===== src/rtl/edge_pkg.sv =====
// Shared definitions for the edge pulse generator.
//   PULSE_CYCLES_MAX : upper bound on the stretch length
//   edge_mode_e      : software-visible mode encoding (bit0 = rise, bit1 = fall)
//   cnt_width()      : stretch counter width for a given pulse length
package edge_pkg;

  localparam int PULSE_CYCLES_MAX = 255;

  typedef enum logic [1:0] {
    EDGE_NONE = 2'b00,
    EDGE_RISE = 2'b01,
    EDGE_FALL = 2'b10,
    EDGE_BOTH = 2'b11
  } edge_mode_e;

  // The counter only has to hold PULSE_CYCLES-1; keep at least one bit so
  // the 1-cycle configuration still elaborates cleanly.
  function automatic int cnt_width(input int pulse_cycles);
    if (pulse_cycles <= 1) return 1;
    return $clog2(pulse_cycles);
  endfunction

endpackage


===== src/rtl/edge_pulse_gen_if.sv =====
// Bundle of the per-channel control inputs and status outputs.
//   master : drives signal_in / rise_en / fall_en / flag_clr, reads the status
//   slave  : the edge_pulse_gen side
interface edge_pulse_gen_if #(
  parameter int WIDTH = 1
);
  logic [WIDTH-1:0] signal_in;
  logic [WIDTH-1:0] rise_en;
  logic [WIDTH-1:0] fall_en;
  logic [WIDTH-1:0] flag_clr;
  logic [WIDTH-1:0] edge_pulse;
  logic [WIDTH-1:0] edge_rise;
  logic [WIDTH-1:0] edge_flag;

  modport master (
    output signal_in, rise_en, fall_en, flag_clr,
    input  edge_pulse, edge_rise, edge_flag
  );

  modport slave (
    input  signal_in, rise_en, fall_en, flag_clr,
    output edge_pulse, edge_rise, edge_flag
  );
endinterface


===== src/rtl/edge_pulse_gen_chan.sv =====
// Single channel: edge detector, pulse stretcher and sticky event flag.
//   clk, rst_n   : clock, asynchronous active-low reset
//   armed_i      : detection enable; low during the cycle(s) that load prev
//   sig_i        : monitored signal (already synchronous)
//   rise_en_i    : accept 0->1 transitions
//   fall_en_i    : accept 1->0 transitions
//   flag_clr_i   : clear strobe for flag_o
//   pulse_o      : stretched pulse, PULSE_CYCLES cycles high per hit
//   rise_o       : polarity of the most recent accepted edge (1 = rising)
//   flag_o       : sticky "edge seen since last clear"
module edge_pulse_gen_chan
  import edge_pkg::*;
#(
  parameter int PULSE_CYCLES = 1
) (
  input  logic clk,
  input  logic rst_n,
  input  logic armed_i,
  input  logic sig_i,
  input  logic rise_en_i,
  input  logic fall_en_i,
  input  logic flag_clr_i,
  output logic pulse_o,
  output logic rise_o,
  output logic flag_o
);

  localparam int CNT_W = cnt_width(PULSE_CYCLES);
  localparam logic [CNT_W-1:0] RELOAD = CNT_W'(PULSE_CYCLES - 1);

  logic             prev_q;
  logic [CNT_W-1:0] cnt_q, cnt_d;
  logic             pulse_q, pulse_d;
  logic             rise_q, rise_d;
  logic             flag_q, flag_d;
  logic             rise_hit, fall_hit, hit;

  always_comb begin
    rise_hit = armed_i & ~prev_q & sig_i & rise_en_i;
    fall_hit = armed_i & prev_q & ~sig_i & fall_en_i;
    hit      = rise_hit | fall_hit;

    cnt_d   = cnt_q;
    pulse_d = pulse_q;
    rise_d  = rise_q;
    if (hit) begin
      // A hit while stretching simply reloads, so merged pulses have no gap.
      cnt_d   = RELOAD;
      pulse_d = 1'b1;
      rise_d  = rise_hit;
    end else if (cnt_q != '0) begin
      cnt_d   = cnt_q - 1'b1;
      pulse_d = 1'b1;
    end else begin
      pulse_d = 1'b0;
    end

    // Set has priority over clear so a coincident event is never lost.
    flag_d = hit | (flag_q & ~flag_clr_i);
  end

  always_ff @(posedge clk or negedge rst_n) begin
    if (!rst_n) begin
      prev_q  <= 1'b0;
      cnt_q   <= '0;
      pulse_q <= 1'b0;
      rise_q  <= 1'b0;
      flag_q  <= 1'b0;
    end else begin
      prev_q  <= sig_i;
      cnt_q   <= cnt_d;
      pulse_q <= pulse_d;
      rise_q  <= rise_d;
      flag_q  <= flag_d;
    end
  end

  assign pulse_o = pulse_q;
  assign rise_o  = rise_q;
  assign flag_o  = flag_q;

endmodule


===== src/rtl/edge_pulse_gen.sv =====
// Multi-channel edge detector with programmable pulse stretch and sticky flags.
//   clk, rst_n : clock, asynchronous active-low reset
//   bus        : edge_pulse_gen_if.slave carrying signal_in, rise_en, fall_en,
//                flag_clr (inputs) and edge_pulse, edge_rise, edge_flag (outputs)
// Build option EDGE_PULSE_GEN_SYNC_EN: adds a 2-flop synchroniser per channel
// in front of detection (3-cycle latency, arming delayed by 2 cycles).
module edge_pulse_gen
  import edge_pkg::*;
#(
  parameter int WIDTH        = 1,
  parameter int PULSE_CYCLES = 1
) (
  input  logic            clk,
  input  logic            rst_n,
  edge_pulse_gen_if.slave bus
);

  generate
    if (PULSE_CYCLES < 1 || PULSE_CYCLES > PULSE_CYCLES_MAX) begin : g_bad_pulse_cycles
      $error("edge_pulse_gen: PULSE_CYCLES must be in 1..%0d", PULSE_CYCLES_MAX);
    end
  endgenerate

  logic [WIDTH-1:0] sig_det;

`ifdef EDGE_PULSE_GEN_SYNC_EN
  // prev must load the first synchronised sample, which reaches sync2_q on
  // the second edge after release, so arming completes on the third.
  localparam logic [1:0] ARM_EDGES = 2'd3;

  logic [WIDTH-1:0] sync1_q, sync2_q;

  always_ff @(posedge clk or negedge rst_n) begin
    if (!rst_n) begin
      sync1_q <= '0;
      sync2_q <= '0;
    end else begin
      sync1_q <= bus.signal_in;
      sync2_q <= sync1_q;
    end
  end

  assign sig_det = sync2_q;
`else
  localparam logic [1:0] ARM_EDGES = 2'd1;

  assign sig_det = bus.signal_in;
`endif

  // Edges seen since release; detection is held off until prev holds a real
  // sample, so a level held across reset cannot look like an edge.
  logic [1:0] arm_cnt_q;
  logic       armed;

  always_ff @(posedge clk or negedge rst_n) begin
    if (!rst_n) begin
      arm_cnt_q <= 2'd0;
    end else if (arm_cnt_q != ARM_EDGES) begin
      arm_cnt_q <= arm_cnt_q + 2'd1;
    end
  end

  assign armed = (arm_cnt_q == ARM_EDGES);

  logic [WIDTH-1:0] pulse_w, rise_w, flag_w;

  generate
    for (genvar gi = 0; gi < WIDTH; gi++) begin : g_chan
      edge_pulse_gen_chan #(
        .PULSE_CYCLES (PULSE_CYCLES)
      ) u_chan (
        .clk        (clk),
        .rst_n      (rst_n),
        .armed_i    (armed),
        .sig_i      (sig_det[gi]),
        .rise_en_i  (bus.rise_en[gi]),
        .fall_en_i  (bus.fall_en[gi]),
        .flag_clr_i (bus.flag_clr[gi]),
        .pulse_o    (pulse_w[gi]),
        .rise_o     (rise_w[gi]),
        .flag_o     (flag_w[gi])
      );
    end
  endgenerate

  assign bus.edge_pulse = pulse_w;
  assign bus.edge_rise  = rise_w;
  assign bus.edge_flag  = flag_w;

endmodule


===== src/flat_wrapper.sv =====
// flat-port wrapper written by rule: the top's interface ports become plain ports
module edge_pulse_gen_flat import edge_pkg::*;
#(
  parameter int WIDTH        = 1,
  parameter int PULSE_CYCLES = 1
)
  (clk, rst_n, bus_signal_in, bus_rise_en, bus_fall_en, bus_flag_clr, bus_edge_pulse, bus_edge_rise, bus_edge_flag);
  edge_pulse_gen_if #(.WIDTH(WIDTH)) bus_i ();
  input  logic clk;
  input  logic rst_n;
  input wire logic [$bits(bus_i.signal_in)-1:0] bus_signal_in;
  input wire logic [$bits(bus_i.rise_en)-1:0] bus_rise_en;
  input wire logic [$bits(bus_i.fall_en)-1:0] bus_fall_en;
  input wire logic [$bits(bus_i.flag_clr)-1:0] bus_flag_clr;
  output wire logic [$bits(bus_i.edge_pulse)-1:0] bus_edge_pulse;
  output wire logic [$bits(bus_i.edge_rise)-1:0] bus_edge_rise;
  output wire logic [$bits(bus_i.edge_flag)-1:0] bus_edge_flag;
  assign bus_i.signal_in = bus_signal_in;
  assign bus_i.rise_en = bus_rise_en;
  assign bus_i.fall_en = bus_fall_en;
  assign bus_i.flag_clr = bus_flag_clr;
  assign bus_edge_pulse = bus_i.edge_pulse;
  assign bus_edge_rise = bus_i.edge_rise;
  assign bus_edge_flag = bus_i.edge_flag;
  edge_pulse_gen #(.WIDTH(WIDTH), .PULSE_CYCLES(PULSE_CYCLES)) u_core (.clk(clk), .rst_n(rst_n), .bus(bus_i));
endmodule

===== config.mk =====
export PLATFORM = sky130hd
export DESIGN_NAME = edge_pulse_gen_flat
export DESIGN_NICKNAME = d
export VERILOG_FILES = /design/src/rtl/edge_pkg.sv /design/src/rtl/edge_pulse_gen_if.sv /design/src/rtl/edge_pulse_gen_chan.sv /design/src/rtl/edge_pulse_gen.sv /design/src/flat_wrapper.sv
export SDC_FILE = /design/constraint.sdc
export NUM_CORES = 1
export LEC_CHECK = 0
export CAP_MARGIN = 0
export CORE_AREA = 10 10 47 49
export CTS_CLUSTER_DIAMETER = 80
export DETAILED_ROUTE_END_ITERATION = 10
export DIE_AREA = 0 0 57 59
export PLACE_DENSITY = 0.48
export SLEW_MARGIN = 20
export SYNTH_ARGS = -nofsm -noshare
export SYNTH_HDL_FRONTEND = slang
export SYNTH_SLANG_ARGS = --single-unit

===== constraint.sdc =====
create_clock -name clk -period 1.08 [get_ports clk]
set_clock_uncertainty 0.15 [all_clocks]
set_input_delay 0.324 -clock clk [delete_from_list [all_inputs] [get_ports clk]]
set_output_delay 0.324 -clock clk [all_outputs]
set_load 0.005 [all_outputs]

After elaboration in Yosys (flattened, before gate mapping)
Index checks and enable logic that the tools add are counted.

Bits in registers: 7. Input port bits: 6. Output and inout port bits: 3. Word-level logic and storage cells: 26.

Add/sub/neg operators: 2. Equality and inequality tests: 2. Multiplexer cells: 4. Bitwise operators: 12.

Operators by type and width (count): $and 1x1->1 (7); $mux 1 (4); $not 1->1 (3); $add 2x1->2 const B (1); $eq 2x1->1 const B (1); $ne 2x1->1 const B (1); $or 1x1->1 (2); $sub 1x1->1 const B (1).

Longest topological paths before layout
Gate-level depths: netlist of run 1.

Depth in word-level cells: 6. Gate-level depth with buffers: 4. Gate-level depth less buffers: 4.

By module
Synthesis of run 1 repeated with hierarchy kept, for this count alone.

Cell total of the unflattened synthesis: 21. Area, all modules: 265.3 sq um.

Modules (own cells, without submodules): edge_pulse_gen_chan (instances 1, cells an instance 14, area each 167.7 sq um); edge_pulse_gen (instances 1, cells an instance 7, area each 97.6 sq um).

Worst setup path before layout of run 1
OpenSTA, ideal clock, no wires.

Path type: register to register. Start: reg u_core.arm_cnt_q[0]. End: reg u_core.g_chan[0].u_chan.rise_q. Setup time: 87 ps. Arrival: 926 ps. Data required time: 843 ps. Path slack: -83 ps. Stages on the path, launching flop included: 4. Clock period less this slack: 1163 ps. Cell sequence: dfrtp_1 ha_1 and3_1 o211ai_1.

Cells in the longest elaborated chain, start to end: 5. Elaborated cells on any way between the ends: 8. Classes of those cells: 1 x eq/ne; 7 x bitwise.

RTL lines: start: declaration (line edge_pulse_gen.sv:52) `logic [1:0] arm_cnt_q;`; start signal: assignment (line edge_pulse_gen.sv:59) `arm_cnt_q <= arm_cnt_q + 2'd1;`; $eq 2x1->1 (*) (line edge_pulse_gen.sv:63) `assign armed = (arm_cnt_q == ARM_EDGES);`; $and 1x1->1, on equally long branches (3 in series) (line edge_pulse_gen_chan.sv:39, edge_pulse_gen_chan.sv:40); $or 1x1->1 (line edge_pulse_gen_chan.sv:41) `hit = rise_hit | fall_hit;`; end signal: assignment (line edge_pulse_gen_chan.sv:73) `rise_q <= rise_d;`; end: declaration (line edge_pulse_gen_chan.sv:34) `logic rise_q, rise_d;`.

Mark *: on every way between the ends. The rest lies on a longest branch, timed or not. A chain may end at the register's enable or synchronous reset.

Worst setup path in the final report of run 1
Start: reg u_core.g_chan[0].u_chan.rise_q. End: out bus_edge_rise.

RTL lines: end: declaration (line flat_wrapper.sv:16) `output wire logic [$bits(bus_i.edge_rise)-1:0] bus_edge_rise;`.

No word-level cell between the ends.

==> results of run 1 <==
through the flow:
stage / total power, W / TNS, ps / area (sq um) / hold slack (ps) / std cells
after floorplan: 0.000264 / -28.9 / 240 / -122 / 20
after global placement: 0.000316 / -1360 / 363 / 311 / 47
after detailed placement: 0.000319 / -1500 / 363 / 332 / 47
after CTS: 0.000521 / -523 / 374 / 169 / 50
after global routing: 0.000547 / -642 / 410 / 179 / 52
final: 0.000508 / -460 / 410 / 168 / 52
worst register-to-register path, delay by kind of cell, from the launching register on:
kind | cells | cell delay [ps]
simple gates | 1 | 140
compound gates | 1 | 160
flops | 1 | 400
fa+ha+maj | 1 | 180
worst max-delay path by stage:
| stage | end | depth (start not counted) |
|---|---|---|
| floorplan | u_core.g_chan[0].u_chan.rise_o$_DFFE_PN0P_ | 4 |
| global placement | u_core.g_chan[0].u_chan.flag_o$_DFF_PN0_ | 3 |
| detailed placement | u_core.g_chan[0].u_chan.rise_o$_DFFE_PN0P_ | 3 |
| CTS | bus_edge_rise | 1 |
| global route | bus_edge_rise | 1 |
| finish | bus_edge_rise | 1 |
logic make-up after synthesis:
group,share of synthesized area (%)
simple gates,19.5
flops,63.2
compound gates,5.26
buf+inv,3.16
xor+xnor,3.68
fa+ha+maj,5.26
where the power goes:
group / internal [W] / total [W] / switching (W)
registers: 0.000238 / 0.000244 / 0.00000531
clock network: 0.000125 / 0.000202 / 0.0000765
logic: 0.0000381 / 0.0000625 / 0.0000244
total: 0.000402 / 0.000508 / 0.000106
placed cells by master (no fill, tap or decap), drive strengths merged:
| cell | n |
|---|---|
| inv | 2 |
| nand2 | 3 |
| ha | 1 |
| o21ai | 1 |
| and3 | 1 |
| dfrtp | 6 |
| o211ai | 1 |
| nand3 | 1 |
| nand4b | 2 |
| nand2b | 1 |
| xnor2 | 1 |
| clkbuf | 3 |
| clkdlybuf4s50 | 5 |
| buf | 8 |
final cells by class:
cell class	instances	area, sq um	area share [%]
sequential	6	150	36.6
clock buffer	3	22.5	5.49
timing repair buffer	13	106	25.9
multi-input combinational	12	104	25.3
tap	16	20.0	4.88
inverter	2	7.51	1.83
per-layer routing:
layer	up-vias	routed length, um
met5	-	0
li1	103	-
met2	11	226
met3	2	58
met4	0	6
met1	91	273
sequential cells by signal, summed over array words and instances, names as in the netlist:
| register | count |
|---|---|
| u_core.g_chan.u_chan.prev_q | 1 |
| u_core.g_chan.u_chan.flag_o | 1 |
| u_core.g_chan.u_chan.rise_o | 1 |
| u_core.arm_cnt_q | 2 |
| u_core.g_chan.u_chan.pulse_o | 1 |
what timing repair did:
| action | CTS | global route |
|---|---|---|
| endpoints found under the setup margin | 7 | 8 |
| buffers inserted | 0 | 2 |
| resized for setup | 14 | 5 |
| pin swaps | 3 | 2 |
==> metrics.md, run 1 <==
| Metric | Value |
|---|---|
| Count of max-cap constraint violations | 0 |
| H-tree levels | 1 |
| Antenna cells | 0 |
| Proportion of synthesized chip area in sequential cells | between 60% and 70% |
| Worst Setup Start Kind | register |
| Clock root cell | sky130_fd_sc_hd__clkbuf_4 |
| Worst-case headroom to the max-slew limit | 82.0% |
| Total Die Area | between 3000 and 4000 sq um |
| Cts hold-fix bufs | 0 |
| Largest voltage drop on the vdd net | 0.741 mV |
| Worst setup path category | reg -> out |
| Share of synthesized registers carrying an async set or reset | 100% |
| Final core area utilization | between 20 and 30% |
| First-pass DRT Iterations | 3 |
| Worst EP required | 610 ps |
| Largest stage delay on the critical path | 370 ps |
| Met3 Resource Use GR | between 4 and 5% |
| Predominant post-synthesis flop cell | sky130_fd_sc_hd__dfrtp_1 |
| DRC violation total after the first TritonRoute iteration | 1 |
| Final #Nets | 45 |
| Overall routing resource usage | roughly 3.8% |
| Number of nets produced by synthesis | 27 |
| TritonCTS clock tree | done |
| Mapped Area | approximately 240 sq um |
| Antenna-violating nets left | 0 |
| Violated checks | setup timing |
| Most used standard cells in the synthesized netlist | 6 x sky130_fd_sc_hd__dfrtp_1, 3 x sky130_fd_sc_hd__nand2_1, 2 x sky130_fd_sc_hd__inv_1, 2 x sky130_fd_sc_hd__nand4b_1 |
| Unrepaired setup endpoints after global routing | yes |
| Worst min-delay path category | in -> async |
| Final period demand of the worst path | 1220 ps |
| Count of vias placed by the detailed router | between 200 and 250 |
| Max clock buf depth | 2 |
| Leakage dissipation | roughly 0.19 nW |
| Count of buffer and inverter cells on the critical path | 1 |
| Synthesized instance count | 20 |
| Launching point of the worst reg2reg path | u_core.arm_cnt_q[0]$_DFFE_PN0P_ |
| Register-to-Register Setup Slack | -30 ps |
| Wire length after detailed routing | approximately 570 um |
| Average size of a mapped cell | roughly 12 sq um |
| Count of buffers inserted at the top-level ports | 8 |
| DRC violation count after routing | 0 |
| Synth area leader | sky130_fd_sc_hd__dfrtp_1 |
| Share of final-layout standard cells stronger than drive strength 1 | between 40 and 50% |
| Number of slew-limit violations in the final report | 0 |
| Chip Width | about 57 um |
| Total gr overflow | 0 |
| Clk sinks | 6 |
| Tcrit/Tclk final | 113% |
| Post-synth EDFFs | 0 |
| Most utilized layer in the global route result | met1 |
| Routed length per placed instance | 10.9 um |
| Top-level port count | 9 |
| Flip-flop and latch count after synthesis | 6 |
| Cts bufs inserted | 3 |
| Number of cells traversed by the worst register-to-register path | 3 |
| Slew at the pin with the worst max-slew slack | between 200 and 300 ps |
| Global routing met1 resource utilization | under 10% |
| Core box area | roughly 1400 sq um |
| Via/cell ratio | ~4.0 |
| Endpoint of the worst register-to-register path | u_core.g_chan[0].u_chan.rise_o$_DFFE_PN0P_ |
| Post-placement worst setup slack | -287 ps |
| GR met2 Demand/Resource | under 10% |
| Die Y | between 50 and 60 um |
| Upper clock frequency limit | 822 MHz |
| Capturing element type of the critical path | output pin |
| Setup violators final | 5 |
| PnR worst setup slack | -137 ps |
| Synth warnings | 0 |
| Initial antenna violation count | 0 |
| Area share of the largest cell type after synthesis | about 63% |
| Hold Vio Cnt, Final | 0 |
| Main area contributors after synthesis | sky130_fd_sc_hd__dfrtp_1 63%, sky130_fd_sc_hd__nand4b_1 7.4%, sky130_fd_sc_hd__ha_1 5.3% |
| Initial Util | 17.0% |
| Largest fanout of any net on the critical path | 2 |
| Distinct cell type count after synthesis | 11 |
| Power density cells | ~1200 nW/um^2 |
| Clock Pin Slew Worst Setup and Hold Paths | roughly 40 ps |
| WP data arrival | 740 ps |
| Final RePlAce weighted congestion | between 0.6 and 0.7 |
| Layout Area Growth over Synthesis | 72.6% |
| Category of cells accounting for the largest share of critical-path delay | flip-flops |
| Pin count of the biggest net entering global routing | 7 |
| Run status | finished, violations left |
| Slowest stage cell on the critical path | sky130_fd_sc_hd__dfrtp_1 |
| Critical path, cell by cell | buf_2 |
| Most used standard cell by instance count after synthesis | sky130_fd_sc_hd__dfrtp_1 |
| Std-Cell Rows | 14 |
| Clock latency of the later-clocked register in the worst-skew pair | ~240 ps |
| Number of global-route vias before repair | around 210 |
| Crit. Startpoint | u_core.g_chan[0].u_chan.rise_o$_DFFE_PN0P_ |
| Wire length of the first global-routing pass | 903 um |
| Total of fill cells in the finished design | around 160 |
Note: power is estimated with default switching activity, not from simulation.
==> run 2: changes to the inputs <==
--- a/config.mk
+++ b/config.mk
@@ -5,12 +5,12 @@
 export SDC_FILE = /design/constraint.sdc
 export NUM_CORES = 1
 export LEC_CHECK = 0
+export ABC_CLOCK_PERIOD_IN_PS = 1080
 export CAP_MARGIN = 0
 export CORE_AREA = 10 10 47 49
 export CTS_CLUSTER_DIAMETER = 80
 export DETAILED_ROUTE_END_ITERATION = 10
 export DIE_AREA = 0 0 57 59
-export PLACE_DENSITY = 0.48
 export SLEW_MARGIN = 20
 export SYNTH_ARGS = -nofsm -noshare
 export SYNTH_HDL_FRONTEND = slang
==> run 2 against run 1 <==
The flow still finishes with violations (setup timing). Largest power group unchanged. First-iteration DRC count rose to 3.0 times the previous value. Worst setup slack worse by 23 ps. Critical path type unchanged. Sequential share of layout area up 1.0 points. Non-clock buffer count down 1. Via count down 4.8%.
==> metrics.md, run 2 (synthesis gave the netlist of run 1 again) <==
| Metric | Value |
|---|---|
| Sequential share of power | 47.2% (-0.8 points) |
| GR met2 Demand/Resource | 4.96% (+0.93 points) |
| Wire length of the first global-routing pass | 910 um (+0.78%) |
| Final core area utilization | 28.5% (-0.80 points) |
| Upper clock frequency limit | 807 MHz (-1.8%) |
| Count of buffers inserted at the top-level ports | 8 (unchanged) |
| Pin count of the biggest net entering global routing | 7 (unchanged) |
| Routed length per placed instance | 11.5 um (+6.1%) |
| Sum Neg Setup Slack | -457 ps (+2.96 ps) |
| Clk sinks | 6 (unchanged) |
| Most common cell after layout, fill and taps aside | sky130_fd_sc_hd__dfrtp_1 |
| Share of final-layout standard cells stronger than drive strength 1 | 40.0% (-4.4 points) |
| Overall routing resource usage | 3.81% (unchanged) |
| Global routing met1 resource utilization | 3.47% (-0.96 points) |
| First-pass DRT Iterations | 4 (+1) |
| Initial Util | 17.0% (unchanged) |
| Power density cells | 1300 nW/um^2 (+4.9%) |
| Worst-case headroom to the max-slew limit | 80.7% (-1.4 points) |
| Final #Nets | 44 (-2.2%) |
| Post-route insts no fill | 51 (-1.9%) |
| Count of max-cap constraint violations | 0 (unchanged) |
| Crit. Startpoint | u_core.g_chan[0].u_chan.rise_o$_DFFE_PN0P_ |
| Via/cell ratio | 3.86 (-3.0%) |
| Worst setup path category | reg -> out |
| Antenna cells | 0 (unchanged) |
| Clock latency of the later-clocked register in the worst-skew pair | 250 ps (about the same) |
| Top-level port count | 9 (unchanged) |
| Slew at the pin with the worst max-slew slack | 289 ps (+20.2 ps) |
| Count of buffer and inverter cells on the critical path | 1 (unchanged) |
| Chip Width | 57 um (unchanged) |
| Largest stage delay on the critical path | 380 ps (about the same) |
| Number of cells traversed by the worst register-to-register path | 4 (+1) |
| Layout Area Growth over Synthesis | 67.9% |
| Depth of the critical timing path with buffers and inverters included | 1 (unchanged) |
| Count of vias placed by the detailed router | 197 (-4.8%) |
| Category of cells accounting for the largest share of critical-path delay | flip-flops |
| Cts hold-fix bufs | 0 (unchanged) |
| Endpoint of the worst register-to-register path | u_core.g_chan[0].u_chan.rise_o$_DFFE_PN0P_ |
| Cell internal power dissipation | 0.000402 W (about the same) |
| Power share of the combinational group | 11.6% (-0.7 points) |
| Capturing element type of the critical path | output pin |
| Std-Cell Rows | 14 (unchanged) |
| Total power after layout | 0.000518 W (+2.1%) |
| Clock power share | 41.2% (+1.5 points) |
| Critical path, cell by cell | buf_2 |
| Most utilized layer in the global route result | met2 |
| Total Die Area | 3360 sq um (unchanged) |
| Clock Pin Slew Worst Setup and Hold Paths | 50 ps (about the same) |
| Run status | finished, violations left |
| Total gr overflow | 0 (unchanged) |
| Critical Path Sink | bus_edge_rise |
| Launching point of the worst reg2reg path | u_core.arm_cnt_q[1]$_DFFE_PN0P_ |
| Number of slew-limit violations in the final report | 0 (unchanged) |
| Slowest stage cell on the critical path | sky130_fd_sc_hd__dfrtp_1 |
| Max clock buf depth | 2 (unchanged) |
| Worst hold margin | 173 ps (+4.34 ps) |
| Clock root cell | sky130_fd_sc_hd__clkbuf_4 |
| Initial antenna violation count | 0 (unchanged) |
| PnR worst setup slack | -159 ps (-22.6 ps) |
| DRC violation count after routing | 0 (unchanged) |
| Number of global-route vias before repair | 210 (+0.48%) |
| Register-to-Register Setup Slack | -50 ps (-20 ps) |
| TritonCTS clock tree | done |
| Final HPWL DP | roughly 400 um |
| Most frequent cells in the layout | 6 x sky130_fd_sc_hd__dfrtp_1, 5 x sky130_fd_sc_hd__clkdlybuf4s50_1, 3 x sky130_fd_sc_hd__clkbuf_4, 3 x sky130_fd_sc_hd__buf_2, 3 x sky130_fd_sc_hd__buf_4 |
| Unrepaired setup endpoints after global routing | yes |
| Tcrit/Tclk final | 115% (+2.1 points) |
| Leakage dissipation | 0.182 nW (-3.1%) |
| DRC violation total after the first TritonRoute iteration | 3 (+2) |
| Number of flip-flops under the largest register name | 2 (unchanged) |
| Cts bufs inserted | 3 (unchanged) |
| Worst Setup Start Kind | register |
| Die Y | 59 um (unchanged) |
| Violated checks | setup timing |
| Worst EP required | 610 ps (about the same) |
| Largest voltage drop on the vdd net | 0.388 mV (-48%) |
| Met3 Resource Use GR | 3.22% (-0.86 points) |
| Wire length after detailed routing | 588 um (+4.1%) |
| Largest fanout of any net on the critical path | 3 (+1) |
| H-tree levels | 1 (unchanged) |
| Antenna-violating nets left | 0 (unchanged) |
| Number of cells in the design after placement | 46 (-2.1%) |
| Core box area | 1400 sq um (unchanged) |
| Register with the most flip-flops | u_core.arm_cnt_q |
| Sw power | 0.000116 W (+9.6%) |
| Final RePlAce weighted congestion | 0.684 (+9.5%) |
| WP data arrival | 770 ps (+30 ps) |
| Setup violators final | 6 (+1) |
| Hold Vio Cnt, Final | 0 (unchanged) |
| Worst min-delay path category | in -> async |
| Switching part of the total power | 22.4% (+1.5 points) |
| Final period demand of the worst path | 1240 ps (+22.6 ps) |
-- run 2: cell count changes in the layout (fill, tap and decap cells not counted) --
| cell | change |
|---|---|
| sky130_fd_sc_hd__o21ai_1 | +1 |
| sky130_fd_sc_hd__buf_4 | -1 |
| sky130_fd_sc_hd__o21ai_2 | -1 |
-- run 2: how the worst min path moves through the flow --
stage,start,cells past startpoint,slack [ps],end
floorplan,rst_n,0,-120,u_core.arm_cnt_q[0]$_DFFE_PN0P_
global placement,u_core.arm_cnt_q[1]$_DFFE_PN0P_,2,310,u_core.arm_cnt_q[1]$_DFFE_PN0P_
detailed placement,u_core.arm_cnt_q[1]$_DFFE_PN0P_,2,330,u_core.arm_cnt_q[1]$_DFFE_PN0P_
CTS,rst_n,1,170,u_core.arm_cnt_q[1]$_DFFE_PN0P_
global route,rst_n,1,170,u_core.arm_cnt_q[1]$_DFFE_PN0P_
finish,rst_n,1,170,u_core.arm_cnt_q[1]$_DFFE_PN0P_
-- run 2: cell type report --
| type | instances | area (sq um) |
|---|---|---|
| Sequential cell | 6 | 150 |
| Multi-Input combinational cell | 12 | 100 |
| Timing Repair Buffer | 12 | 98.8 |
| Fill cell | 158 | 1000 |
| Tap cell | 16 | 20.0 |
| Clock buffer | 3 | 22.5 |
| Inverter | 2 | 7.51 |
-- run 2: power groups by stage --
stage | clock (W) | combinational [W] | sequential [W]
4_1_cts | 0.000222 | 0.0000542 | 0.000244
2_1_floorplan | 0 | 0.0000145 | 0.000249
3_5_place_dp | 0 | 0.0000644 | 0.000248
5_1_grt | 0.000232 | 0.0000692 | 0.000246
3_3_place_gp | 0 | 0.0000647 | 0.000248
6_report | 0.000214 | 0.0000602 | 0.000244
-- run 2: through the flow --
stage | worst slack (ps) | instance area, sq um
6_report | -159 | 399
5_1_grt | -187 | 399
4_1_cts | -166 | 367
3_5_place_dp | -290 | 355
3_3_place_gp | -273 | 355
2_1_floorplan | -28.9 | 240
-- run 2: routing by layer --
| layer | vias to the layer above | share of wire, % |
|---|---|---|
| li1 | 100 | - |
| met1 | 89 | 40 |
| met2 | 8 | 49 |
| met3 | 0 | 11 |
| met4 | 0 | 0 |
| met5 | - | 0 |
-- run 2: what timing repair did --
item                                    CTS  global route
cloned                                    0             0
pin swaps                                 1             5
endpoints found under the setup margin    8             8
buffers inserted                          0             2
gates resized for setup                  14             4
